<file path="src/rtl/servo_seq_ctrl.sv">
// servo_seq_ctrl: waypoint FIFO plus sequencer that issues timed start/target PWM ratios to a servo controller
// Ports: clock, reset_n (async active-low); enable, flush, home_ratio; wp_valid/wp_ready/wp_ratio/wp_dwell
// waypoint push; start_pwm_ratio, target_pwm_ratio, pwm_enable to the servo; busy, fifo_count, seq_done status.
// Optional macro SERVO_SEQ_CLAMP_EN clamps issued ratios to [MIN_RATIO, MAX_RATIO].
module servo_seq_ctrl #(
  parameter int         DEPTH     = 8,
  parameter int         TICK_DIV  = 50000,
  parameter logic [7:0] MIN_RATIO = 8'd5,
  parameter logic [7:0] MAX_RATIO = 8'd25
) (
  input  logic                     clock,
  input  logic                     reset_n,
  input  logic                     enable,
  input  logic                     flush,
  input  logic [7:0]               home_ratio,
  input  logic                     wp_valid,
  output logic                     wp_ready,
  input  logic [7:0]               wp_ratio,
  input  logic [15:0]              wp_dwell,
  output logic [7:0]               start_pwm_ratio,
  output logic [7:0]               target_pwm_ratio,
  output logic                     pwm_enable,
  output logic                     busy,
  output logic [$clog2(DEPTH):0]   fifo_count,
  output logic                     seq_done
);
  localparam int AW = $clog2(DEPTH);
  localparam int CW = AW + 1;
  localparam int TW = $clog2(TICK_DIV);

  if (DEPTH < 2 || DEPTH > 16 || (DEPTH & (DEPTH - 1)) != 0) begin : g_bad_depth
    $error("DEPTH must be a power of two in 2..16");
  end
  if (TICK_DIV < 2) begin : g_bad_tick
    $error("TICK_DIV must be at least 2");
  end
  if (MIN_RATIO > MAX_RATIO) begin : g_bad_clamp
    $error("MIN_RATIO must not exceed MAX_RATIO");
  end

  typedef enum logic [1:0] {S_IDLE, S_LOAD, S_DWELL, S_DONE} state_t;

  state_t        r_state, w_next;
  logic [7:0]    r_mem_ratio [DEPTH];
  logic [15:0]   r_mem_dwell [DEPTH];
  logic [AW-1:0] r_wr, r_rd;
  logic [CW-1:0] r_count;
  logic [TW-1:0] r_tick;
  logic [15:0]   r_dwell;
  logic [7:0]    r_start, r_target;
  logic          r_issued;
  logic          w_push, w_pop, w_has_entry, w_dwell_zero, w_wrap;
  logic [7:0]    w_head_ratio, w_issue_ratio;

  assign wp_ready         = (r_count < CW'(DEPTH)) & ~flush & reset_n;
  assign w_push           = wp_valid & wp_ready;
  assign w_pop            = r_state == S_LOAD;
  assign w_has_entry      = r_count != '0;
  assign w_dwell_zero     = r_dwell == '0;
  assign w_wrap           = r_tick == TW'(TICK_DIV - 1);
  assign w_head_ratio     = r_mem_ratio[r_rd];
  assign fifo_count       = r_count;
  assign start_pwm_ratio  = r_start;
  assign target_pwm_ratio = r_target;
  assign pwm_enable       = enable & r_issued;

`ifdef SERVO_SEQ_CLAMP_EN
  assign w_issue_ratio = w_head_ratio < MIN_RATIO ? MIN_RATIO :
                         w_head_ratio > MAX_RATIO ? MAX_RATIO : w_head_ratio;
`else
  assign w_issue_ratio = w_head_ratio;
`endif

  // Entry storage needs no reset: only slots between rd and wr are ever read.
  always_ff @(posedge clock) begin
    if (w_push) begin
      r_mem_ratio[r_wr] <= wp_ratio;
      r_mem_dwell[r_wr] <= wp_dwell;
    end
  end

  always_comb begin
    w_next   = r_state;
    busy     = r_state == S_LOAD || r_state == S_DWELL;
    seq_done = r_state == S_DONE;
    unique case (r_state)
      S_IDLE:  w_next = enable && w_has_entry ? S_LOAD : S_IDLE;
      S_LOAD:  w_next = S_DWELL;
      // The exit check does not depend on enable; enable only freezes the counters.
      S_DWELL: w_next = !w_dwell_zero ? S_DWELL : enable && w_has_entry ? S_LOAD : S_DONE;
      S_DONE:  w_next = S_IDLE;
      default: w_next = S_IDLE;
    endcase
  end

  always_ff @(posedge clock or negedge reset_n) begin
    if (!reset_n) begin
      r_state  <= S_IDLE;
      r_wr     <= '0;
      r_rd     <= '0;
      r_count  <= '0;
      r_tick   <= '0;
      r_dwell  <= '0;
      r_start  <= '0;
      r_target <= '0;
      r_issued <= 1'b0;
    end else if (flush) begin
      r_state  <= S_IDLE;
      r_wr     <= '0;
      r_rd     <= '0;
      r_count  <= '0;
      r_tick   <= '0;
      r_dwell  <= '0;
      r_start  <= home_ratio;
      r_target <= home_ratio;
      r_issued <= 1'b0;
    end else begin
      r_state <= w_next;
      r_count <= r_count + CW'(w_push) - CW'(w_pop);
      if (w_push) r_wr <= r_wr + AW'(1);
      if (w_pop) begin
        r_rd     <= r_rd + AW'(1);
        r_start  <= r_issued ? r_target : home_ratio;
        r_target <= w_issue_ratio;
        r_dwell  <= r_mem_dwell[r_rd];
        r_tick   <= '0;
        r_issued <= 1'b1;
      end else if (r_state == S_DWELL && enable && !w_dwell_zero) begin
        r_tick <= w_wrap ? '0 : r_tick + TW'(1);
        if (w_wrap) r_dwell <= r_dwell - 16'd1;
      end
    end
  end
endmodule

</file>
<file path="config.mk">
export PLATFORM = sky130hd
export DESIGN_NAME = servo_seq_ctrl
export DESIGN_NICKNAME = d
export VERILOG_FILES = /design/src/rtl/servo_seq_ctrl.sv
export SDC_FILE = /design/constraint.sdc
export NUM_CORES = 1
export LEC_CHECK = 0
export ABC_CLOCK_PERIOD_IN_PS = 5700
export BUFFER_PORTS_ARGS = -buffer_cell sky130_fd_sc_hd__buf_2
export CORE_MARGIN = 2
export CORE_UTILIZATION = 54
export CTS_BUF_LIST = sky130_fd_sc_hd__clkbuf_8
export DETAILED_ROUTE_END_ITERATION = 8
export PLACE_DENSITY = 0.76
export REMOVE_ABC_BUFFERS = 1
export SLEW_MARGIN = 20
export SYNTH_ARGS = -nofsm -noshare
export SYNTH_HDL_FRONTEND = slang
export SYNTH_SLANG_ARGS = --single-unit
</file>
<file path="constraint.sdc">
create_clock -name clock -period 5.7 [get_ports clock]
set_input_delay 1.14 -clock clock [delete_from_list [all_inputs] [get_ports clock]]
set_output_delay 1.14 -clock clock [all_outputs]
set_load 0.01 [all_outputs]
</file>
After elaboration in Yosys (flattened, before gate mapping)
Memories as Yosys holds them, arrays and structs flattened.
Cells that the tools add are included.
- register bits: 61
- bits in latches: 0
- memory bits (writable): 192
- memory bits (read-only): 0
- input port bits: 37
- memories kept: 2
- $add $sub $neg: 6
- multiply operators: 0
- divide/modulo/power cells: 0
- order comparisons: 1
- equality and inequality tests: 4
- shift-type cells: 0
- mux-type cells: 27
- bitwise logic cells: 5
- reduce and logical (&&, ||, !) cells: 13
- memories (name ; depth ; width ; read ports ; clocked after memory_dff ; wr ports ; line ; text):
    r_mem_dwell ; 8 ; 16 ; 1 ; 0 ; 1 ; 45 ; logic [15:0] r_mem_dwell [DEPTH];
    r_mem_ratio ; 8 ; 8 ; 1 ; 0 ; 1 ; 44 ; logic [7:0] r_mem_ratio [DEPTH];
- operators with widths (cell ; number):
    16-bit two-way mux ; 8
    8-bit two-way mux ; 5
    16-bit by 1-bit adder with 16-bit output (second input constant) ; 1
    16-bit == test (second input constant) ; 1
    16-bit logical NOT ; 1
    16-bit by 1-bit subtractor with 16-bit output (second input constant) ; 1
    3-bit two-way mux ; 4
    2-bit case mux with 4 select lines ; 1
    3-bit by 1-bit adder with 3-bit output (second input constant) ; 2
    2-bit two-way mux ; 3
    3-bit nonzero test ; 2
    1-bit two-way mux ; 5
    4-bit by 1-bit adder with 4-bit output ; 1
    1-bit AND ; 4
    2-bit == test (second input constant) ; 2
    4-bit < comparator (second input constant) ; 1
    4-bit two-way mux ; 1
    2-bit nonzero test ; 2
    4-bit nonzero test ; 1
    4-bit by 1-bit subtractor with 4-bit output ; 1
    1-bit logical AND ; 3
    2-bit by 1-bit == test with 1-bit output (second input constant) ; 1
    2-bit logical NOT ; 1
    2-bit AND reduction ; 1
    3 further kinds ; 3

Longest topological paths before layout
Gate-level depths: netlist of the first run.
- depth in word-level cells: 7
- gate-level depth with buffers: 11

Worst setup path after synthesis of the first run
OpenSTA, ideal clock, no wires.
- path kind: input -> register
- start point: input port flush
- end point: memory r_mem_dwell[0][0], enable pin
- data arrival time: 3691 ps
- path slack: 1573 ps
- cell stages on the path: 5
- path buffers: 1
- cells stage by stage: nor3b_1 and2_1 clkbuf_1 nand2b_1 nor3_1
- word-level cells in the longest chain between the ends: 6
- RTL lines (element ; line ; text):
    start, declared ; 14 ; input logic flush,
    1-bit NOT ; 55 ; assign wp_ready = (r_count < CW'(DEPTH)) & ~flush & reset_n;
    1-bit AND (2 in series) ; 55 ;
    1-bit AND ; 56 ; assign w_push = wp_valid & wp_ready;
    1-bit two-way mux ; 76 ; if (w_push) begin
    1-bit two-way mux (not written as such) ; 78 ; r_mem_dwell[r_wr] <= wp_dwell;
    end, declared ; 45 ;
Every way passes these cells.

Worst setup path in the final report of the first run
- start point: input port flush
- end point: output port wp_ready
- word-level cells in the longest chain between the ends: 3
- RTL lines (element ; line ; text):
    1-bit NOT ; 55 ;
    1-bit AND (2 in series) ; 55 ;
    end, declared ; 17 ; output logic wp_ready,
Every way passes these cells.

==> results of run 1 <==
## state kept, by name, summed over array words and instances, names as in the netlist
name and flops:
target_pwm_ratio 8, r_tick 16, start_pwm_ratio 8, r_rd 3
r_dwell 16, r_wr 3, r_mem_dwell 128, r_mem_ratio 64
fifo_count 4, r_state 2, r_issued 1
## per-stage QoR
stage          hold slack, ps  cells  utilization [%]  worst slack [ps]
4_1_cts                   493   1075             62.2              2420
2_1_floorplan             442    663                -              1670
3_5_place_dp              480   1002             58.2              2170
3_3_place_gp              464   1002             58.2              2280
6_report                  485   1077             62.3              2390
5_1_grt                   519   1076             62.2              2270
## layer usage
| layer | global-route usage [%] | part of all wire (%) | vias up |
|---|---|---|---|
| li1 | - | - | 2902 |
| met1 | 30.2 | 41 | 3312 |
| met2 | 36.9 | 50 | 239 |
| met3 | 4.51 | 6.3 | 52 |
| met4 | 7.65 | 2.8 | 2 |
| met5 | 0 | 0.056 | - |
## cell type report
cell class,instances,area (um^2),area share (%)
clock inverters,29,184,1.51
inverters,13,48.8,0.400
flip-flops and latches,253,7290,59.8
multi-input cells,397,3320,27.2
diodes,2,5.00,0.0410
clock buffers,44,606,4.97
repair buffers,74,405,3.32
well taps,265,332,2.72
## worst paths after layout
check                           start            endpoint  slack, ps  cells past startpoint
setup reg to reg           r_state[1]          r_tick[10]       2580                      7
hold / removal             r_tick[15]          r_tick[15]        480                      1
max in group asynchronous     reset_n             r_rd[0]       4330                      2
setup / recovery                flush            wp_ready       2390                      3
min in group asynchronous     reset_n  start_pwm_ratio[7]        800                      2
hold reg to reg            r_tick[15]          r_tick[15]        480                      1
## power groups by stage
| stage | Combinational [mW] | Clock (mW) | Sequential, mW |
|---|---|---|---|
| 2_1_floorplan | 0.560 | 0 | 2.23 |
| 3_3_place_gp | 0.793 | 0 | 2.22 |
| 3_5_place_dp | 0.821 | 0 | 2.23 |
| 4_1_cts | 0.829 | 1.54 | 2.19 |
| 5_1_grt | 0.914 | 1.61 | 2.21 |
| 6_report | 0.832 | 1.51 | 2.19 |
## kinds of logic (layout without fill, tap and decap cells)
family / Yosys count / in the layout / share of synthesized area [%]
compound gates: 119 / 119 / 6.98
xor+xnor: 8 / 8 / 0.647
fa+ha+maj: 15 / 15 / 1.80
buf+inv: 48 / 160 / 2.26
flops: 253 / 253 / 67.3
mux: 72 / 72 / 11.6
other cells: 0 / 2 / 0
simple gates: 183 / 183 / 9.37
## cell usage after synthesis (3+ instances only)
cell / count
clkbuf_1: 12
o22ai_1: 8
xor2_1: 5
mux2i_1: 27
a31oi_1: 8
a21o_1: 7
a21oi_1: 18
nand2b_1: 10
and3_1: 7
nor2_1: 31
o21ai_1: 17
o21ai_0: 28
edfxtp_1: 192
dfrtp_1: 61
nor4_1: 3
inv_1: 13
or3_1: 4
nor3_1: 16
a311oi_1: 3
mux4_2: 43
nor2b_1: 7
nand3_1: 16
xnor2_1: 3
buf_1: 5
nor4_4: 3
buf_6: 4
buf_2: 7
a22oi_1: 10
nand2_1: 57
nand4_1: 6
and2_1: 5
o31ai_1: 3
buf_4: 7
ha_1: 14
a22o_1: 4
==> reports/results.txt, run 1 <==
IO Count - 61
Max-slew headroom - 38.4%
vias - 6,507
clock power share - 33.2%
clk_lat worst skew - 550 ps
skew final - 19.7 ps
leakage power - 4.32 nW
vias per cell - 6.04
fillers - 1,450
Post-synth ARST share - 24.1%
Final Cycle Share - 58.0%
Arrival @ worst endpoint - 2170 ps
min Tclk post-route - 3310 ps
CTS tree - built
drc violations - 0
hold_buf cts - 0
Slowest-stage cell, CP - buf_2
commonest non-fill, non-tap cell in the layout - edfxtp_1
Area contributors post-synth - edfxtp_1 (53%), dfrtp_1 (14%), mux4_2 (8.9%)
top_reg_cell synth - edfxtp_1
Die Span X - 146 um
DRT iter0 DRCs - 523
Cells after Synth - 698
Reg power frac - 48.4%
Synth Register Bits - 253
gr usage total - 22.4%
Core Area - 19,600 um^2
largest net degree at the start of global routing - 62
Worst-path clk slew - 60 ps
Starting Density - 55.3%
Switching Fraction - 28.5%
crit-path max FO - 52
NetSw - 1.29 mW
final setup violation count - 0
outcome - complete, no violations
H-tree Lvls - 2
initial antenna violation count - 3
slowest stage delay, CP - 690 ps
Critical Path RT - 4560 ps
Area after DPL - 11,400 um^2
Comb power frac - 18.4%
Antenna Nets Post-Route - 0
Root Driver - clkbuf_8
Hold Violations, Final - 0
synthesized area - 10,800 um^2
worst vdd ir - 0.271 mV
Worst Path Buf+Inv - 2
Pwr Total - 4.53 mW
DP HPWL - 13.8 mm
synth unique cells - 62
GPL Wtd Cong - 0.881
RSZ-0062 raised after global routing - false
drt pass-1 iters - 5
Crit path max-delay family - buffers and inverters
port bufs - 60
post-cts resize count - 0
Syn Area/Cell - 15.5 um^2
Num CTS Buffers - 40
Worst Tran Pin Value - 923 ps
Overflow after GRT - 0
share of cells above drive strength 1 - 24.2%
fin. max-slew vios - 0
clock sink count - 253
EDFF count, synth - 192
Ys Warns - 0
area grow syn2layout - 12.6%
deepest clock path buffer count - 3
total die area - 21,200 um^2
worst-path cell chain - buf_2 -> nor3b_1 -> buf_2
Yosys top cell area share - 53.2%
fmax - 302 MHz
Worst setup SP type - primary input
Internal - 3.24 mW
most frequent cells in the layout - edfxtp_1 (192), buf_2 (60), dfrtp_1 (59)
cell area power density - 372 nW/um^2
max_cap viols - 0
Sum Neg Setup Slack - 0 ps
post-CTS setup buffers - 0
worst hold path type - flip-flop to flip-flop
largest area contributor in the netlist - edfxtp_1
share of the yosys chip area belonging to registers - 67.3%
Final #Nets - 831
Die Y - 146 um
average wire per standard cell - 21.6 um
Worst Setup End Kind - output pin
Setup Crit Path Kind - primary input to output pin
row cnt - 51
final instance area - 12,200 um^2
first-pass GRT wire length - 36.9 mm
DRT Wirelength - 23.3 mm
CP most frequent cell - buf_2
vias in the first global route - 6,636
No activity file was read; power rests on OpenSTA's default activity.
==> run 2, diff against run 1 <==
- ABC_CLOCK_PERIOD_IN_PS: 5700 -> 3000
- PLACE_DENSITY: 0.76 -> 0.79
- clock period: 5.7 -> 3 ns (I/O delays scaled with it)
==> run 2 against run 1 <==
Die area unchanged. Critical path depth is 2 higher. First-iteration DRC count is 19% higher. Sequential share of layout area is 0.43 points lower. Core utilization rose by 0.45 points. Clock-buffer cell count down 1. Hold slack worse by 230 ps. Flip-flop and latch count unchanged. Via count rose by 0.49%. Largest power group unchanged. Clock power grew 84%. Design area is 0.73% higher.
==> reports/results.txt, run 2 (same netlist as run 1, synthesis figures left out) <==
outcome - complete, no violations
fillers - 1,417 (-2.3%)
slack of the critical path - 594 ps (-1800 ps)
worst vdd ir - 0.608 mV (+120%)
vias per cell - 6.02 (-0.34%)
worst hold path type - primary input to asynchronous set/reset pin
commonest non-fill, non-tap cell in the layout - edfxtp_1
global route hottest layer - met2
Biggest register - r_mem_dwell
clock sink count - 253 (unchanged)
Worst Setup End Kind - flip-flop
Worst Path Buf+Inv - 0 (-2)
FF-to-FF setup slack - 590 ps (-1990 ps)
Starting Density - 55.3% (unchanged)
CP Depth - 5 (+2)
Slowest-stage cell, CP - and4_1
fmax - 416 MHz
DRT Wirelength - 23.0 mm (-1.4%)
drc violations - 0 (unchanged)
Core Area - 19,600 um^2 (unchanged)
IO Count - 61 (unchanged)
H-tree Lvls - 2 (unchanged)
Antenna Nets Post-Route - 0 (unchanged)
leakage power - 4.40 nW (+1.7%)
clk_lat worst skew - 540 ps (about the same)
Final Cycle Share - 80.2%
post-cts resize count - 0 (unchanged)
met1 Use GR - 30.9% (+0.69 points)
Arrival @ worst endpoint - 2800 ps (+630 ps)
grt met2 use - 36.4% (-0.55 points)
Core Util, Final - 62.7% (+0.45 points)
Reg2Reg Depth - 5 (-2)
initial antenna violation count - 0 (-3)
total die area - 21,200 um^2 (unchanged)
skew final - 33.9 ps (+14.2 ps)
drt pass-1 iters - 5 (unchanged)
Die Span X - 146 um (unchanged)
final setup violation count - 0 (unchanged)
Worst setup SP type - flip-flop
GPL Wtd Cong - 0.857 (-2.7%)
vias - 6,539 (+0.49%)
Setup Crit Path Kind - flip-flop to flip-flop
average wire per standard cell - 21.2 um (-2.2%)
max_cap viols - 0 (unchanged)
cell area power density - 697 nW/um^2 (+88%)
row cnt - 51 (unchanged)
DP HPWL - 14.7 mm (+6.2%)
met3 usage - 3.73% (-0.78 points)
# diodes - 0 (-2)
DRT iter0 DRCs - 622 (+19%)
Num CTS Buffers - 42 (+5.0%)
Worst-path clk slew - 60 ps (about the same)
gr usage total - 22.2% (-0.18 points)
first-pass GRT wire length - 37.1 mm (+0.77%)
crit-path max FO - 15 (-71%)
fin. max-slew vios - 0 (unchanged)
port bufs - 60 (unchanged)
post-CTS setup buffers - 0 (unchanged)
Critical Path RT - 3390 ps (-1170 ps)
max reg flops - 128 (unchanged)
slowest stage delay, CP - 640 ps (-50 ps)
hold_buf cts - 0 (unchanged)
FF+latch area - 7290 um^2 (unchanged)
most frequent cells in the layout - edfxtp_1 (192), buf_2 (60), dfrtp_1 (59)
largest net degree at the start of global routing - 62 (unchanged)
pre-CTS WS - 585 ps (-1580 ps)
worst-path cell chain - nor4bb_1 -> and4_1 -> nand4_2 -> or3_1 -> a32o_1
deepest clock path buffer count - 3 (unchanged)
Top Registers - r_mem_dwell (128), r_mem_ratio (64)
area of the multi-input gates - 3320 um^2 (unchanged)
Root Driver - clkbuf_8
min Tclk post-route - 2410 ps
RSZ-0062 raised after global routing - false
hold_ws - 258 ps (-227 ps)
Overflow after GRT - 0 (unchanged)
Worst Tran Pin Value - 989 ps (+65.3 ps)
Max-slew headroom - 34.1% (-4.4 points)
vias in the first global route - 6,893 (+3.9%)
CTS tree - built
Die Y - 146 um (unchanged)
Hold Violations, Final - 0 (unchanged)
area grow syn2layout - 13.4%
share of cells above drive strength 1 - 25.6% (+1.4 points)
Final #Nets - 846 (+1.8%)
Crit path max-delay family - simple AND/OR/NAND/NOR gates
run 2: metal layers:
metal	part of all wire (%)	routed length (um)
met2	49	11400
met3	6.6	1530
met4	1.9	438
met5	0	0
met1	42	9680
run 2: layout make-up:
type                            instances  area share, %
Clock inverter                         28           1.48
Clock buffer                           43           4.82
Tap cell                              265           2.70
Sequential cell                       253           59.4
Timing Repair Buffer                   87           4.20
Inverter                               13          0.397
Multi-Input combinational cell        397           27.0
run 2: final timing paths:
path,startpoint,endpoint
min in group clock,home_ratio[7],start_pwm_ratio[7]
worst max-delay path,r_tick[12],r_dwell[12]
worst max register to register,r_tick[12],r_dwell[12]
worst min register to register,r_tick[15],r_tick[15]
worst min-delay path,reset_n,r_tick[5]
max in group asynchronous,reset_n,r_rd[0]
run 2: report_power, final:
| group | switching [mW] | total [mW] | internal, mW |
|---|---|---|---|
| registers | 0.191 | 4.14 | 3.95 |
| logic | 0.952 | 1.65 | 0.695 |
| clock network | 1.28 | 2.78 | 1.50 |
| total | 2.42 | 8.57 | 6.15 |
run 2: metrics by stage:
step / std cells / total power, mW / setup TNS (ps) / area [um^2]
2_1_floorplan: 663 / 5.30 / -23120 / 10600
3_3_place_gp: 1015 / 5.76 / 0 / 11500
3_5_place_dp: 1015 / 5.83 / 0 / 11500
4_1_cts: 1086 / 8.62 / 0 / 12300
5_1_grt: 1086 / 8.96 / 0 / 12300
6_report: 1086 / 8.57 / 0 / 12300
==> run 3, diff against run 2 <==
- ABC_AREA: unset -> 1
- ABC_CLOCK_PERIOD_IN_PS: 3000 -> 2000
- clock period: 3 -> 2 ns (I/O delays scaled with it)
==> run 3 against run 2 <==
Register-to-register slack worse by 500 ps. Clock-buffer cell count stayed put. Synthesized cell count is 50% higher. Core utilization is 0.34 points higher. Worst setup slack worse by 500 ps. Combinational power is 92% higher. Design area is 3.5% higher. First-iteration DRC count is 13% higher. Critical path depth is 4 higher. Critical path type unchanged.
==> reports/results.txt, run 3 <==
max_cap viols - 0 (unchanged)
vias per cell - 5.55 (-7.8%)
CTS tree - built
worst-path cell chain - inv_2 -> nand2_2 -> nor2_2 -> nand2_1 -> buf_4 -> inv_1 -> nand2_1 -> nor2_2 -> buf_4
hold_buf cts - 0 (unchanged)
Setup Crit Path Kind - flip-flop to flip-flop
cell area power density - 1090 nW/um^2 (+56%)
port bufs - 60 (unchanged)
leakage power - 5.08 nW (+15%)
Crit Reg-Reg Endpoint - r_mem_ratio[0][6]
Max-slew headroom - 46.6% (+12 points)
Die Y - 147 um (+0.95%)
Final #Nets - 1,194 (+41%)
Hold Violations, Final - 0 (unchanged)
DRT iter0 DRCs - 702 (+13%)
Root Driver - clkbuf_8
Cells after Synth - 1,050 (+50%)
FF-to-FF setup slack - 100 ps (-500 ps)
row cnt - 52 (+2.0%)
commonest non-fill, non-tap cell in the layout - nand2_1
fin. max-slew vios - 0 (unchanged)
final setup violation count - 0 (unchanged)
Syn Area/Cell - 10.5 um^2 (-32%)
area grow syn2layout - 15.1%
average wire per standard cell - 17.1 um (-19%)
Worst Tran Pin Value - 801 ps (-187 ps)
slack of the critical path - 96.4 ps (-498 ps)
max reg flops - 128 (unchanged)
Final Cycle Share - 95.2% (+15 points)
Antenna Nets Post-Route - 0 (unchanged)
worst hold path type - primary input to asynchronous set/reset pin
Starting Density - 54.8% (-0.53 points)
# diodes - 0 (unchanged)
DRT Wirelength - 24.7 mm (+7.6%)
slowest stage delay, CP - 380 ps (-260 ps)
Worst setup SP type - flip-flop
share of the yosys chip area belonging to registers - 66.0% (-1.3 points)
EDFF count, synth - 192 (unchanged)
area of the multi-input gates - 3360 um^2 (+1.1%)
Biggest register - r_mem_dwell
Worst Setup End Kind - flip-flop
vias in the first global route - 7,868 (+14%)
worst vdd ir - 0.756 mV (+24%)
initial antenna violation count - 0 (unchanged)
Post-synth top cells - nand2_1 (269), edfxtp_1 (192), nand3_1 (139), nor2_1 (107), o21ai_0 (73)
Core Util, Final - 63.1% (+0.34 points)
Synth Register Bits - 253 (unchanged)
Area after DPL - 11,900 um^2 (+3.0%)
Pwr Total - 13.9 mW (+62%)
Layout Cells excl Fill - 1,445 (+33%)
start of the worst register-to-register path - fifo_count[3]
outcome - complete, no violations
most frequent cells in the layout - nand2_1 (268), edfxtp_1 (192), nand3_1 (138)
DP HPWL - 15.4 mm (+4.9%)
total die area - 21,600 um^2 (+1.9%)
skew final - 24.5 ps (-9.45 ps)
fmax - 525 MHz (+26%)
share of cells above drive strength 1 - 16.2% (-9.4 points)
Critical Path RT - 2230 ps (-1160 ps)
Worst-path clk slew - 60 ps (about the same)
clock sink count - 253 (unchanged)
Core Area - 20,200 um^2 (+3.0%)
first-pass GRT wire length - 39.6 mm (+6.7%)
Die Span X - 147 um (+0.95%)
Top Registers - r_mem_dwell (128), r_mem_ratio (64)
largest net degree at the start of global routing - 62 (unchanged)
fillers - 1,530 (+8.0%)
Area contributors post-synth - edfxtp_1 (52%), dfrtp_1 (14%), nand2_1 (9.1%)
clk_lat worst skew - 550 ps (about the same)
vias - 8,021 (+23%)
most frequent cell after synthesis - nand2_1
dpl cells - 1,368 (+35%)
Arrival @ worst endpoint - 2130 ps (-670 ps)
Reg2Reg Depth - 9 (+4)
Ys Warns - 0 (unchanged)
drc violations - 0 (unchanged)
H-tree Lvls - 2 (unchanged)
Yosys top cell area share - 52.2% (-1.0 points)
Num CTS Buffers - 41 (-2.4%)
Overflow after GRT - 0 (unchanged)
IO Count - 61 (unchanged)
gr usage total - 23.3% (+1.1 points)
largest area contributor in the netlist - edfxtp_1
GPL Wtd Cong - 0.857 (about the same)
synthesized area - 11,000 um^2 (+2.0%)
Post-synth ARST share - 24.1% (unchanged)
crit-path max FO - 12 (-3)
top_reg_cell synth - edfxtp_1
Slowest-stage cell, CP - dfrtp_1
final instance area - 12,700 um^2 (+3.5%)
min Tclk post-route - 1900 ps (-502 ps)
deepest clock path buffer count - 3 (unchanged)
pre-CTS WS - -45.2 ps (-630 ps)
FF+latch area - 7290 um^2 (about the same)
synth unique cells - 39 (-37%)
drt pass-1 iters - 5 (unchanged)
==> run 3: cell types whose count changed in the layout (fill, tap and decap cells not counted), sizes merged, moves of 8 or more <==
cell and change:
nor2 +81, nand2 +218, mux4 -43, nor3 -16
clkinv +8, o221ai +12, inv +36, o21ai +33
nand2b -10, nand3 +123, buf +13, mux2i -27
==> run 3: timing repair <==
| item | CTS | global route |
|---|---|---|
| setup endpoints to repair | 1 | 89 |
| resized for setup | 1 | 10 |
| pin swaps | 0 | 3 |
| buffers inserted | 0 | 1 |
==> run 3: cell type report <==
class | count | share of cell area (%)
clock buffers | 43 | 4.65
clock inverters | 33 | 1.77
inverters | 52 | 1.53
multi-input cells | 694 | 26.4
flip-flops and latches | 253 | 57.3
well taps | 270 | 2.66
repair buffers | 100 | 5.64
==> run 3: stage by stage <==
| stage | TNS [ps] | hold slack [ps] |
|---|---|---|
| detailed placement | -139 | 515 |
| floorplan | -128920 | 104 |
| CTS | 0 | 92.1 |
| global placement | -38.5 | 491 |
| finish | 0 | 101 |
| global route | -58.4 | 120 |
==> run 3: routing by layer <==
layer / track usage, % / vias up / part of all wire, %
met1: 32.0 / 3807 / 41
met2: 37.8 / 338 / 49
li1: - / 3828 / -
met4: 9.04 / 0 / 2.3
met3: 4.04 / 48 / 7.6
met5: 0 / - / 0
==> run 3: how the worst max path moves through the flow <==
stage | to | startpoint
floorplan | r_dwell[0] | r_rd[0]
global placement | fifo_count[2] | reset_n
detailed placement | r_dwell[8] | r_state[1]
CTS | target_pwm_ratio[0] | r_state[1]
global route | r_mem_ratio[0][5] | fifo_count[3]
finish | r_mem_ratio[0][6] | fifo_count[3]
==> run 3: critical path: cells and delay by family, from the launching register on <==
family | cells | cell delay [ps]
simple gates | 5 | 620
buf+inv | 4 | 580
flops | 1 | 380
==> run 3: cells by family after synthesis <==
group / count (synthesis) / share of synthesized area (%)
fa+ha+maj: 15 / 1.77
flops: 253 / 66.0
xor+xnor: 7 / 0.555
buf+inv: 103 / 4.08
simple gates: 536 / 20.6
compound gates: 136 / 6.95
==> run 3: where the power goes <==
group	internal, mW	total (mW)	switching (mW)	leakage, nW
clock	2.41	4.43	2.03	0.462
combinational	1.10	3.16	2.06	2.09
sequential	5.97	6.26	0.293	2.53
total	9.48	13.9	4.38	5.08
